--- src/rtl/pwm_capture_mc.sv ---
// Multi-channel PWM high/low phase capture; one record per completed period,
// merged round-robin onto a single valid/ready stream.
module pwm_capture_mc #(
    parameter int unsigned NUM_CH      = 4,
    parameter int unsigned CNT_W       = 11,
    parameter int unsigned SYNC_STAGES = 2,
    localparam int unsigned CH_W       = (NUM_CH > 1) ? $clog2(NUM_CH) : 1
) (
    input  logic              clk,
    input  logic              rst_n,
    input  logic              en,
    input  logic [NUM_CH-1:0] pwm_i,
    output logic              m_valid,
    input  logic              m_ready,
    output logic [CH_W-1:0]   m_ch,
    output logic [CNT_W-1:0]  m_high,
    output logic [CNT_W-1:0]  m_low,
    output logic [2:0]        m_flags
);
    typedef enum logic [1:0] {
        ST_IDLE = 2'd0,
        ST_HIGH = 2'd1,
        ST_LOW  = 2'd2
    } state_t;

    localparam logic [CNT_W-1:0] CNT_MAX = '1;
    localparam logic [CNT_W-1:0] CNT_ONE = CNT_W'(1);

    logic [NUM_CH-1:0] pend;
    logic [NUM_CH-1:0] drain_c;
    logic [CNT_W-1:0]  slot_high  [NUM_CH];
    logic [CNT_W-1:0]  slot_low   [NUM_CH];
    logic [2:0]        slot_flags [NUM_CH];
    logic [CH_W-1:0]   rr_ptr;
    logic              out_free_c;
    logic              grant_vld_c;
    logic [CH_W-1:0]   grant_c;

    assign out_free_c = !m_valid || m_ready;

    for (genvar c = 0; c < NUM_CH; c++) begin : g_ch
        logic [SYNC_STAGES-1:0] sync_q;
        logic                   s;
        logic                   s_d;
        logic                   rise;
        logic                   fall;
        state_t                 state_q;
        logic [CNT_W-1:0]       high_cnt;
        logic [CNT_W-1:0]       low_cnt;
        logic                   sat_h;
        logic                   sat_l;
        logic                   pend_q;
        logic [CNT_W-1:0]       slot_high_q;
        logic [CNT_W-1:0]       slot_low_q;
        logic [2:0]             slot_flags_q;

        assign s             = sync_q[SYNC_STAGES-1];
        assign rise          = s & ~s_d;
        assign fall          = ~s & s_d;
        assign drain_c[c]    = out_free_c && grant_vld_c && (grant_c == CH_W'(c));
        assign pend[c]       = pend_q;
        assign slot_high[c]  = slot_high_q;
        assign slot_low[c]   = slot_low_q;
        assign slot_flags[c] = slot_flags_q;

        // Synchroniser keeps running regardless of en.
        always_ff @(posedge clk or negedge rst_n) begin
            if (!rst_n) begin
                sync_q <= '0;
                s_d    <= 1'b0;
            end else begin
                sync_q <= {sync_q[SYNC_STAGES-2:0], pwm_i[c]};
                s_d    <= s;
            end
        end

        always_ff @(posedge clk or negedge rst_n) begin
            if (!rst_n) begin
                state_q      <= ST_IDLE;
                high_cnt     <= '0;
                low_cnt      <= '0;
                sat_h        <= 1'b0;
                sat_l        <= 1'b0;
                pend_q       <= 1'b0;
                slot_high_q  <= '0;
                slot_low_q   <= '0;
                slot_flags_q <= '0;
            end else if (!en) begin
                state_q <= ST_IDLE;
                sat_h   <= 1'b0;
                sat_l   <= 1'b0;
                pend_q  <= 1'b0;
            end else begin
                if (drain_c[c]) pend_q <= 1'b0;
                case (state_q)
                    ST_IDLE: begin
                        if (rise) begin
                            high_cnt <= CNT_ONE;
                            sat_h    <= 1'b0;
                            sat_l    <= 1'b0;
                            state_q  <= ST_HIGH;
                        end
                    end
                    ST_HIGH: begin
                        if (fall) begin
                            low_cnt <= CNT_ONE;
                            state_q <= ST_LOW;
                        end else if (s) begin
                            if (high_cnt == CNT_MAX) sat_h <= 1'b1;
                            else                     high_cnt <= high_cnt + CNT_ONE;
                        end
                    end
                    ST_LOW: begin
                        // A capture overrides a same-cycle drain; overrun only if the slot is not leaving.
                        if (rise) begin
                            slot_high_q  <= high_cnt;
                            slot_low_q   <= low_cnt;
                            slot_flags_q <= {pend_q & ~drain_c[c], sat_l, sat_h};
                            pend_q       <= 1'b1;
                            high_cnt     <= CNT_ONE;
                            sat_h        <= 1'b0;
                            sat_l        <= 1'b0;
                            state_q      <= ST_HIGH;
                        end else if (!s) begin
                            if (low_cnt == CNT_MAX) sat_l <= 1'b1;
                            else                    low_cnt <= low_cnt + CNT_ONE;
                        end
                    end
                    default: state_q <= ST_IDLE;
                endcase
            end
        end
    end

    // Round-robin search for the first pending channel starting at rr_ptr.
    always_comb begin
        int unsigned idx;
        grant_vld_c = 1'b0;
        grant_c     = '0;
        idx         = 0;
        for (int unsigned k = 0; k < NUM_CH; k++) begin
            idx = 32'(rr_ptr) + k;
            if (idx >= NUM_CH) idx = idx - NUM_CH;
            if (!grant_vld_c && pend[CH_W'(idx)]) begin
                grant_vld_c = 1'b1;
                grant_c     = CH_W'(idx);
            end
        end
    end

    always_ff @(posedge clk or negedge rst_n) begin
        if (!rst_n) begin
            m_valid <= 1'b0;
            m_ch    <= '0;
            m_high  <= '0;
            m_low   <= '0;
            m_flags <= '0;
            rr_ptr  <= '0;
        end else if (out_free_c) begin
            m_valid <= grant_vld_c;
            if (grant_vld_c) begin
                m_ch    <= grant_c;
                m_high  <= slot_high[grant_c];
                m_low   <= slot_low[grant_c];
                m_flags <= slot_flags[grant_c];
                rr_ptr  <= (32'(grant_c) == NUM_CH - 1) ? '0 : grant_c + CH_W'(1);
            end
        end
    end

endmodule

--- config.mk ---
export PLATFORM = sky130hd
export DESIGN_NAME = pwm_capture_mc
export DESIGN_NICKNAME = d
export VERILOG_FILES = /design/src/rtl/pwm_capture_mc.sv
export SDC_FILE = /design/constraint.sdc
export NUM_CORES = 1
export LEC_CHECK = 0
export BUFFER_PORTS_ARGS = -buffer_cell sky130_fd_sc_hd__buf_4
export CORE_AREA = 2 2 135 137
export CTS_CLUSTER_DIAMETER = 200
export CTS_CLUSTER_SIZE = 20
export DETAILED_ROUTE_END_ITERATION = 6
export DIE_AREA = 0 0 137 139
export PLACE_DENSITY = 0.84
export SLEW_MARGIN = 25
export SYNTH_ARGS = -nofsm -noshare
export SYNTH_HDL_FRONTEND = slang
export SYNTH_SLANG_ARGS = --single-unit
--- constraint.sdc ---
create_clock -name clk -period 6.5 [get_ports clk]
set_clock_uncertainty 0.05 [all_clocks]
set_input_delay 0.65 -clock clk [delete_from_list [all_inputs] [get_ports clk]]
set_output_delay 0.65 -clock clk [all_outputs]
set_load 0.01 [all_outputs]
==> impl_results.md <==
* Post-Synth XOR/XNOR Area at 4.54%
* Drt pass-1 iters at 4
* IO Count at 36
* Worst Hold Class: in -> async
* DIE AREA at ~19000 µm²
* Synth warn at 0
* Final ANT Viol Nets at 0
* VDD IR max at 0.000231 V
* Status: complete, no violations
* Post_cts resized at 0
* CP max stage delay at 0.72 ns
* Post-synth top area cell: dfrtp_1
* Pleak at 5.73 nW
* Setup crit start kind: register
* Relative slew margins at 32.7%
* Core area at 17700 µm²
* Via density per instance at 6.52
* P per Cell Area at about 230 nW/µm²
* Setup Fix Bufs, Post-CTS at 0
* Post-synthesis cell type count at 57
* Worst Path Required at 6.82 ns
* Share of layout cells above drive strength 1 at 17.3%
* Fin. max-slew vios at 0
* Largest family of logic cells by synthesized area: simple AND/OR/NAND/NOR gates
* Cells along the critical path: nand2b_1, a21o_1, nand3_4, mux2_1, a221o_1
* Die height at 139 µm
* Cells after synthesis at 1028
* Total of max-cap violations at 0
* TNS Setup at 0 ns
* Final wirelength at 25.3 mm
* DRT iter0 DRCs at approximately 600
* RSZ-0062 raised after global routing: no
* Number of setup violations in the final report at 0
* Fill cell count at 1269
* Cts bufs inserted at 16
* HPWL after detailed placement at 17.3 mm
* Worst Path Max Fanout at 27
* Synthesized cell area at 11600 µm²
* Reg2reg start: g_ch[2].pend_q
* Achievable Freq at around 350 MHz
* First-pass GRT wire length at 41.8 mm
* GRT Resource Usage Total at 27.5%
* Gr ovfl total at 0
* Largest net degree at the start of global routing at ~120
* CTS Hold Bufs at 0
* Complex-gate fraction of the synthesized area at 10.3%
* CTS tree: yes
* NumNets Final at 1056
* Final period utilization at between 40% and 50%
* Slowest-stage cell, CP: a21o_1
* CP endpoint kind: register
* Skew-Pair Late Insertion Delay at 0.50 ns
* Slew of the pin with the lowest slew margin at 1.01 ns
* Clock Tree Buf Depth at 3
* WS Path Type: reg -> reg
* Mean Syn Cell Area at 11.3 µm²
* CP Launch Point: g_ch[2].pend_q
* Antenna diodes at 0
* Most frequent cells in the layout: dfrtp_1 (250), nor2_1 (101), mux2_2 (97)
* Post-synth EDFFs at 0
* Initial Utilization at 65.6%
* Post-route total power at 2.88 mW
* Vias in the first global route at between 8000 and 9000
* # rows at 49
* Sequential Area at 6260 µm²
* Sequential fraction of the synthesis area at 54.0%
* Arr. time, crit path at 3.22 ns
* Mux cell area share after synthesis at 11.9%
* GPL Wtd Cong at 0.890
* Async set-reset flop share out of synthesis at 100%
* #FFs+latches synth at 250
* Syn nets at 1044
* Port Buffers at 35
* Root Driver: clkbuf_16
* Reg clk slew, reported paths at 0.08 ns
* H-tree levels at 1
* Main synth FF type: dfrtp_1
* Die W at 137 µm
* Multi-input logic area at 5060 µm²
* Synth Area in Adders at 0.864%
* Routed length per instance at 19.9 µm
* Layout area overhead at 7.59%
* Hold Vio Cnt, Final at 0
* DRC violations left at 0
* Commonest non-fill, non-tap cell in the layout: dfrtp_1
* Minimum clock period at a little under 3 ns
* Area share of the largest cell type after synthesis at between 50% and 60%
* Synth Area in Simple Gates at approximately 16%
* Via Count at between 8000 and 9000
* Total clock sinks at 250
* Top cells by area, synth: dfrtp_1 (54%), mux2_2 (9.4%), nor2_1 (3.3%), nand4_1 (3.0%), xor2_1 (2.6%)
* Antenna violations before repair at 0
## path summary, 6_finish.rpt
path	cells past startpoint	slack [ns]	to
worst min register to register	0	0.30	g_ch[2].sync_q[1]
worst max-delay path	5	3.60	m_high[4]
max in group asynchronous	2	4.73	g_ch[2].state_q[1]
worst min-delay path	1	0.21	g_ch[1].low_cnt[4]
min in group clk	1	0.21	g_ch[0].sync_q[0]
worst max register to register	5	3.60	m_high[4]
## cells in the mapped netlist, types with 2 or more instances
cell,count
nand2_1,63
nor2_1,102
and3_1,13
o31ai_1,31
ha_1,8
buf_1,5
and4_1,12
buf_4,3
a41oi_1,4
a21boi_0,2
nand3b_1,3
a211oi_1,3
a2111oi_2,2
nand3_1,23
o21ai_0,20
a221o_1,26
or3_1,2
nand4bb_1,5
a31oi_1,5
xor2_1,34
nand2b_1,11
or2_2,2
a21oi_1,59
and2_1,10
buf_2,19
a41oi_2,2
nand4b_1,3
inv_1,14
nor2b_1,8
a21o_1,6
mux2i_1,5
nand4_1,56
and4b_1,2
nor4_1,5
mux2_1,21
dfrtp_1,250
xnor2_1,26
nor3b_1,3
clkbuf_1,27
nor3_1,20
mux2_2,97
## cell families after synthesis
family	Yosys count
and+or+nand+nor	349
adders and majority gates	8
xor gates and xnor gates	60
buffers and inverters	69
DFF	250
muxes	123
AOI/OAI and AO/OA	169
## power breakdown
group | switching [mW] | internal, mW | total [mW]
Sequential | 0.0760 | 1.62 | 1.69
Combinational | 0.122 | 0.0879 | 0.210
Clock | 0.503 | 0.470 | 0.973
Total | 0.701 | 2.18 | 2.88
## worst max-delay path, delay by kind of cell (launching register included)
family | cells | cell delay (ns)
AO/OA/AOI/OAI | 2 | 1.04
multiplexers | 1 | 0.49
flip-flops | 1 | 0.48
AND/OR/NAND/NOR | 2 | 0.69
## flip-flops by register name (all words and copies together) (netlist names), 8 cells and up
signal / count
g_ch.high_cnt: 44
g_ch.low_cnt: 44
g_ch.slot_flags_q: 12
g_ch.slot_high_q: 44
g_ch.slot_low_q: 44
g_ch.state_q: 8
g_ch.sync_q: 8
m_high: 11
m_low: 11
## routing by layer
layer	vias to the layer above	global-route usage, %	share of wire (%)
met2	254	44.1	49
met5	-	0	0
li1	3749	-	-
met4	0	7.70	2.5
met1	4226	40.1	44
met3	43	3.03	4.9
## area by class of cell
type	instances	share of cell area (%)
clock buffers	17	3.41
clock inverters	1	0.0904
inverters	15	0.452
multi-input cells	709	40.6
flip-flops and latches	250	50.2
well taps	229	2.30
repair buffers	48	2.95
## through the flow
stage               instances  setup slack, ns  cell area [µm²]  hold slack (ns)  utilization (%)
global route             1269             3.50            12500            0.200             70.6
CTS                      1269             3.67            12500            0.201             70.5
detailed placement       1251             3.65            12000            0.290             68.1
floorplan                1028             4.30            11600            0.281                -
finish                   1269             3.60            12500            0.208             70.6
global placement         1251             3.69            12000            0.283             68.0
(Power assumes the default switching activity.)
